$ cat config.mk
export PLATFORM = sky130hd
export DESIGN_NAME = universal_reg
export DESIGN_NICKNAME = d
export VERILOG_FILES = /design/src/rtl/universal_reg_pkg.sv /design/src/rtl/universal_reg.sv
export SDC_FILE = /design/constraint.sdc
export NUM_CORES = 1
export LEC_CHECK = 0
export ABC_CLOCK_PERIOD_IN_PS = 2100
export CORE_MARGIN = 2
export CORE_UTILIZATION = 46
export CTS_BUF_LIST = sky130_fd_sc_hd__clkbuf_4 sky130_fd_sc_hd__clkbuf_8
export CTS_CLUSTER_SIZE = 28
export DETAILED_ROUTE_END_ITERATION = 8
export PLACE_DENSITY = 0.88
export SYNTH_ARGS = -nofsm -noshare
export SYNTH_HDL_FRONTEND = slang
export SYNTH_SLANG_ARGS = --single-unit
$ cat constraint.sdc
create_clock -name Clk -period 2.1 [get_ports Clk]
set_input_delay 0.21 -clock Clk [delete_from_list [all_inputs] [get_ports Clk]]
set_output_delay 0.21 -clock Clk [all_outputs]
set_load 0.1 [all_outputs]
$ cat src/rtl/universal_reg_pkg.sv
`default_nettype none
// ============================================================================
// Module      : universal_reg_pkg
// Description : Shared operation encodings for the universal register.
// Revision    : 1.0 - initial release
// ============================================================================
package universal_reg_pkg;

  // Width of the operation-select field
  localparam int MODE_W = 3;

  typedef logic [MODE_W-1:0] mode_t;

  // Operation encodings
  localparam mode_t MODE_HOLD = 3'd0;
  localparam mode_t MODE_LOAD = 3'd1;
  localparam mode_t MODE_SHL  = 3'd2;
  localparam mode_t MODE_SHR  = 3'd3;
  localparam mode_t MODE_ROL  = 3'd4;
  localparam mode_t MODE_ROR  = 3'd5;
  localparam mode_t MODE_INC  = 3'd6;
  localparam mode_t MODE_DEC  = 3'd7;

  // True for the operations that produce a meaningful wrap flag
  function automatic logic mode_is_count(input mode_t m);
    return (m == MODE_INC) || (m == MODE_DEC);
  endfunction

endpackage : universal_reg_pkg
`default_nettype wire

$ cat src/rtl/universal_reg.sv
`default_nettype none
// ============================================================================
// Module      : universal_reg
// Description : Parameterised universal register: hold, parallel load,
//               logical shift with serial fill, rotate, increment and
//               decrement with a registered wrap flag and a zero detect.
// Revision    : 1.0 - initial release
// ============================================================================
module universal_reg
  import universal_reg_pkg::*;
#(
  parameter int              WIDTH     = 4,
  parameter logic [WIDTH-1:0] RESET_VAL = '0
) (
  input  logic             Clk,
  input  logic             reset_n,
  input  logic             clr,
  input  logic             en,
  input  logic [MODE_W-1:0] mode,
  input  logic [WIDTH-1:0] D,
  input  logic             sin_l,
  input  logic             sin_r,
  output logic [WIDTH-1:0] Q,
  output logic             sout,
  output logic             cout,
  output logic             zero
);

  // Architectural state; every output except zero comes straight from here
  logic [WIDTH-1:0] r_q;
  logic             r_sout;
  logic             r_cout;

  // Next-state values
  logic [WIDTH-1:0] w_q_nxt;
  logic             w_sout_nxt;
  logic             w_cout_nxt;

  // Bits leaving each end of the register
  logic             w_msb;
  logic             w_lsb;

  assign w_msb = r_q[WIDTH-1];
  assign w_lsb = r_q[0];

  // Next-state selection: clear wins, then enable gating, then the operation.
  // Mode HOLD leaves every register untouched, exactly like en=0, so the
  // wrap flag is only cleared by operations that actually move data.
  always_comb begin
    w_q_nxt    = r_q;
    w_sout_nxt = r_sout;
    w_cout_nxt = r_cout;
    if (clr) begin
      w_q_nxt    = RESET_VAL;
      w_sout_nxt = 1'b0;
      w_cout_nxt = 1'b0;
    end else if (en) begin
      case (mode)
        MODE_HOLD: begin
          w_q_nxt = r_q;
        end
        MODE_LOAD: begin
          w_q_nxt    = D;
          w_cout_nxt = 1'b0;
        end
        MODE_SHL: begin
          w_q_nxt    = {r_q[WIDTH-2:0], sin_r};
          w_sout_nxt = w_msb;
          w_cout_nxt = 1'b0;
        end
        MODE_SHR: begin
          w_q_nxt    = {sin_l, r_q[WIDTH-1:1]};
          w_sout_nxt = w_lsb;
          w_cout_nxt = 1'b0;
        end
        MODE_ROL: begin
          w_q_nxt    = {r_q[WIDTH-2:0], w_msb};
          w_sout_nxt = w_msb;
          w_cout_nxt = 1'b0;
        end
        MODE_ROR: begin
          w_q_nxt    = {w_lsb, r_q[WIDTH-1:1]};
          w_sout_nxt = w_lsb;
          w_cout_nxt = 1'b0;
        end
        MODE_INC: begin
          // Wrap from all-ones to zero raises the flag
          w_q_nxt    = r_q + 1'b1;
          w_cout_nxt = &r_q;
        end
        MODE_DEC: begin
          // Borrow from zero to all-ones raises the flag
          w_q_nxt    = r_q - 1'b1;
          w_cout_nxt = ~|r_q;
        end
        default: begin
          w_q_nxt = r_q;
        end
      endcase
    end
  end

  // State update; reset is asynchronous so the register clears without a clock
  always_ff @(posedge Clk or negedge reset_n) begin
    if (!reset_n) begin
      r_q    <= RESET_VAL;
      r_sout <= 1'b0;
      r_cout <= 1'b0;
    end else begin
      r_q    <= w_q_nxt;
      r_sout <= w_sout_nxt;
      r_cout <= w_cout_nxt;
    end
  end

  assign Q    = r_q;
  assign sout = r_sout;
  assign cout = r_cout;

  // Zero detect follows Q within the same cycle
  assign zero = (r_q == '0);

endmodule : universal_reg
`default_nettype wire

# Yosys cells after proc, flatten, opt, wreduce, memory -nomap -nowiden
# Cells that the tools add are included.
[op_classes] n_addsub=2 eq_ne=8 muxes=9 n_reduce_logical=14
[op_table] op="one-hot mux 4 bit (7 select lines)" count=1
[op_table] op="== test 3 bit (second input constant)" count=4
[op_table] op="two-way mux 4 bit" count=2
[op_table] op="== test 3 x 2 -> 1 bit (second input constant)" count=2
[op_table] op="AND reduction 2 bit" count=3
[op_table] op="OR reduction 5 bit" count=1
[op_table] op="adder 4 x 1 -> 4 bit (second input constant)" count=1
[op_table] op="zero test 4 bit" count=1
[op_table] op="two-way mux 1 bit" count=4
[op_table] op="AND reduction 4 bit" count=1
[op_table] op="nonzero test 4 bit" count=1
[op_table] op="OR reduction 2 bit" count=2
[op_table] op="OR reduction 4 bit" count=1
[op_table] op="subtractor 4 x 1 -> 4 bit (second input constant)" count=1
[op_table] op="== test 3 x 1 -> 1 bit (second input constant)" count=1
[op_table] op="zero test 3 bit" count=1
[op_table] op="one-hot mux 1 bit (3 select lines)" count=1
[op_table] op="nonzero test 3 bit" count=1
[op_table] op="!= test 2 bit (second input constant)" count=1
[op_table] op="one-hot mux 1 bit (2 select lines)" count=1
[op_table] op="nonzero test 2 bit" count=1
[op_table] op="zero test 1 bit" count=1
[totals] regBits=6 input_bits=13

# Depth between registers and ports, before layout
[depth] depth_word=5 depth_mapped=8 depth_no_buf=7

# Least setup slack after synthesis
# OpenSTA, ideal clock, no wires.
[synth_timing] kind="register to register" from="register r_q[1], in the netlist Q[1]" to="register r_cout, in the netlist cout" arrival_ps=4550 setup_slack_ps=-2551 stages_incl_launch_ff=5 period_less_slack_ps=4651 cell_sequence="dfrtp_1 buf_6 nor4_1 a21oi_1 o31ai_1"
[synth_between] elab_chain_cells=5 elab_cells_between_ends=6 classes_between="mux: 3; reduce/logical: 3"
[synth_rtl] element="start, declared" line_no="universal_reg.sv:30" text="logic [WIDTH-1:0] r_q;"
[synth_rtl] element="start signal, assigned" line_no="universal_reg.sv:110" text="r_q <= w_q_nxt;"
[synth_rtl] element="OR reduction 4 bit" line_no="universal_reg.sv:94" text="w_cout_nxt = ~|r_q;"
[synth_rtl] element="zero test 1 bit" line_no="universal_reg.sv:94"
[synth_rtl] element="one-hot mux 1 bit (3 select lines) *" line_no="universal_reg.sv:58" text="case (mode)"
[synth_rtl] element="two-way mux 1 bit *" line_no="universal_reg.sv:57" text="end else if (en) begin"
[synth_rtl] element="two-way mux 1 bit *" line_no="universal_reg.sv:53" text="if (clr) begin"
[synth_rtl] element="end signal, assigned" line_no="universal_reg.sv:112" text="r_cout <= w_cout_nxt;"
[synth_rtl] element="end, declared" line_no="universal_reg.sv:32" text="logic r_cout;"
# Mark *: on every way between the ends. The rest lies on a longest branch, timed or not. The select of a mux whose other input is x is not followed.
# A chain may end at the register's enable or synchronous reset.

# Final worst setup path
[layout_timing] from="input mode[0]" to="register r_q[2], in the netlist Q[2]"
[layout_between] elab_chain_cells=4 elab_cells_between_ends=13 classes_between="eq/ne: 8; mux: 3; reduce/logical: 2"
[layout_rtl] element="start, declared" line_no="universal_reg.sv:19" text="input logic [MODE_W-1:0] mode,"
[layout_rtl] element="== test 3 bit (tied with other cells)" line_no="universal_reg.sv:58"
[layout_rtl] element="one-hot mux 4 bit (7 select lines)" line_no="universal_reg.sv:58"
[layout_rtl] element="two-way mux 4 bit" line_no="universal_reg.sv:57"
[layout_rtl] element="two-way mux 4 bit" line_no="universal_reg.sv:53"
# Parallel ways exist; a longest one is shown, timed or not. The select of a mux whose other input is x is not followed.

==> summary.txt <==
Most instantiated library cell after synthesis - dfrtp_1
Post-layout min period - 1890 ps
Clk slew on worst S/H paths - 50 ps
CTS Root Cell - clkbuf_4
Area Overhead vs Synth - 42.3%
Cells after Synth - 70
Rows - 13
Worst Path Required - 2230 ps
Post-synth EDFFs - 0
Fin Clk Skew - 5.11 ps
H-tree Lvls - 1
Final Util - 0.686
Switching power - 224 uW
Worst Hold Class - in -> async
Critical Path AT - 2020 ps
Gr usage total - 0.223
Clk pwr share - 0.249
Starting Density - 0.482
Maxcap violations - 0
CP Class - in -> reg
Largest net degree at the start of global routing - 17
DPL Wire Length - 1170 um
Switching share of power - 0.420
CP Capture Type - flop
Final net count - 108
RePlAce Congestion - 0.818
Worst-path maximum fanout - 4
Fin cells - 108
Skew-Pair Late Insertion Delay - 250 ps
Dominant cells by area after synthesis - dfrtp_1 (25%), a211oi_1 (3.7%), buf_6 (3.7%)
# hold bufs at CTS - 0
Peak supply drop - 0.274 mV
Outcome - finished, final reports clean
Ports - 20
Static leakage - 0.377 nW
Wire per inst - 14.0 um
Initial antenna violation count - 0
Prevailing post-synth register cell - dfrtp_1
Unique masters post-synth - 41
Final hold violations - 0
Fill cells - 110
Gate power share - 0.470
Highest Clock Rate - 0.528 GHz
Leading area contributor after synthesis - dfrtp_1
CTS tree - yes
Full die area - 1640 um^2
Via/cell ratio - 5.84
Grt total ovfl - 0
Post-Route WL - 1510 um
RSZ-0062 raised after global routing - false
Sinks on the clock net - 6
Share of layout cells above drive strength 1 - 0.312
Register bit total from synthesis - 6
Worst path cell trace - clkdlybuf4s50_1 > nand3_1 > xnor2_1 > ha_1 > nor3b_1 > a211o_1 > nor4_1 > a221o_1
Placed insts - 104
Measured slew at the worst slew-check pin - 303 ps
Core region area - 1270 um^2
Post-CTS resize count - 0
Die span in y - 40.5 um
First-pass GRT wire length - 2390 um
Worst-case clock buffer depth - 2
# setup viols final - 0
Post-synth top cells - dfrtp_1 (6), a21oi_1 (4)
Power Dens Cells - 612 nW/um^2
Vias post-DR - 631
Rel. slew slack - 0.798
# diodes - 0
Sequential cell area fraction in the yosys report - 0.245
CP delay by family, top - buffers and inverters
Iter 0 DRT Violations - 10
Inserted Clock Buffers - 3
Cell Area, Synth - 612 um^2
Seq pwr share - 0.281
Buffers added on ports - 19
# Post-CTS Setup Buffers - 0
DRT Pass-1 Iters - 4
Max stage delay on crit path - 540 ps
Slew Limit Fails - 0
Part of the cycle the worst path needs - 0.901
Syn Area/Cell - 8.74 um^2
Ys Warns - 0
Number of global-route vias before repair - 577
Synth top area share - 0.245
DRC - 0
Element type at the critical path start - input port
Critical path's slowest cell - clkdlybuf4s50_1
Post-Syn Nets - 84
Ys async rst share - 1.00
CP Buf/Inv Count - 1
Power Internal - 309 uW
Die W - 40.5 um
Antenna Nets Post-Route - 0
## worst paths after layout
kind	cells past startpoint	slack [ps]	startpoint	to
worst max register to register	6	330	Q[1]	Q[2]
worst min-delay path	1	190	reset_n	Q[1]
worst max-delay path	8	210	mode[0]	Q[2]
worst min register to register	2	490	cout	cout
min in group Clk	2	490	cout	cout
max in group asynchronous	1	1680	reset_n	Q[0]
## cells in the final DEF (no fill, tap or decap), types with 3 or more instances in the layout
cell	n
nand2_1	3
nor2_1	3
a21oi_1	4
and3_1	3
buf_4	11
dfrtp_4	3
clkdlybuf4s50_1	12
clkbuf_4	4
a211oi_1	3
nand2b_1	3
## logic make-up (layout without fill, tap and decap cells)
group	count (synthesis)	after routing	share of synthesized area
compound gates	24	24	0.299
xor+xnor	2	2	0.0286
fa+ha+maj	1	1	0.0204
buf+inv	7	30	0.0777
flops	6	6	0.245
mux	4	4	0.0757
simple gates	26	26	0.254
## per-layer routing
layer / vias to the layer above / routed length (um) / GRT usage
met4: 0 / 17 / 0.142
met3: 2 / 98 / 0.0167
li1: 316 / - / -
met1: 289 / 638 / 0.267
met5: - / 0 / 0
met2: 24 / 758 / 0.377
## sequential cells by signal (all words and copies together), names as in the netlist
register and count:
sout 1, cout 1, Q 4
## metrics by stage
| stage | setup slack, ps | area (um^2) | hold WS, ps | TNS (ps) | power [mW] |
|---|---|---|---|---|---|
| 6_report | 207 | 871 | 187 | 0 | 0.533 |
| 5_1_grt | 49.7 | 871 | 216 | 0 | 0.556 |
| 4_1_cts | 232 | 871 | 191 | 0 | 0.536 |
| 3_5_place_dp | -17.9 | 841 | 461 | -17.9 | 0.403 |
| 3_3_place_gp | 60.7 | 841 | 458 | 0 | 0.397 |
| 2_1_floorplan | -144 | 639 | -85.6 | -144 | 0.323 |
## final cells by class
class / count / area, um^2 / area share
clock buffers: 4 / 30.0 / 0.0345
repair buffers: 24 / 223 / 0.256
well taps: 15 / 18.8 / 0.0216
flip-flops and latches: 6 / 163 / 0.187
inverters: 2 / 7.51 / 0.00862
multi-input cells: 57 / 429 / 0.493
## power groups by stage
| stage | logic (mW) | clock network (mW) | registers, mW |
|---|---|---|---|
| after CTS | 0.251 | 0.135 | 0.150 |
| after global placement | 0.246 | 0 | 0.151 |
| after detailed placement | 0.251 | 0 | 0.152 |
| final | 0.251 | 0.133 | 0.150 |
| after floorplan | 0.119 | 0 | 0.204 |
| after global routing | 0.267 | 0.137 | 0.152 |
Power figures use the tool's default switching activity.
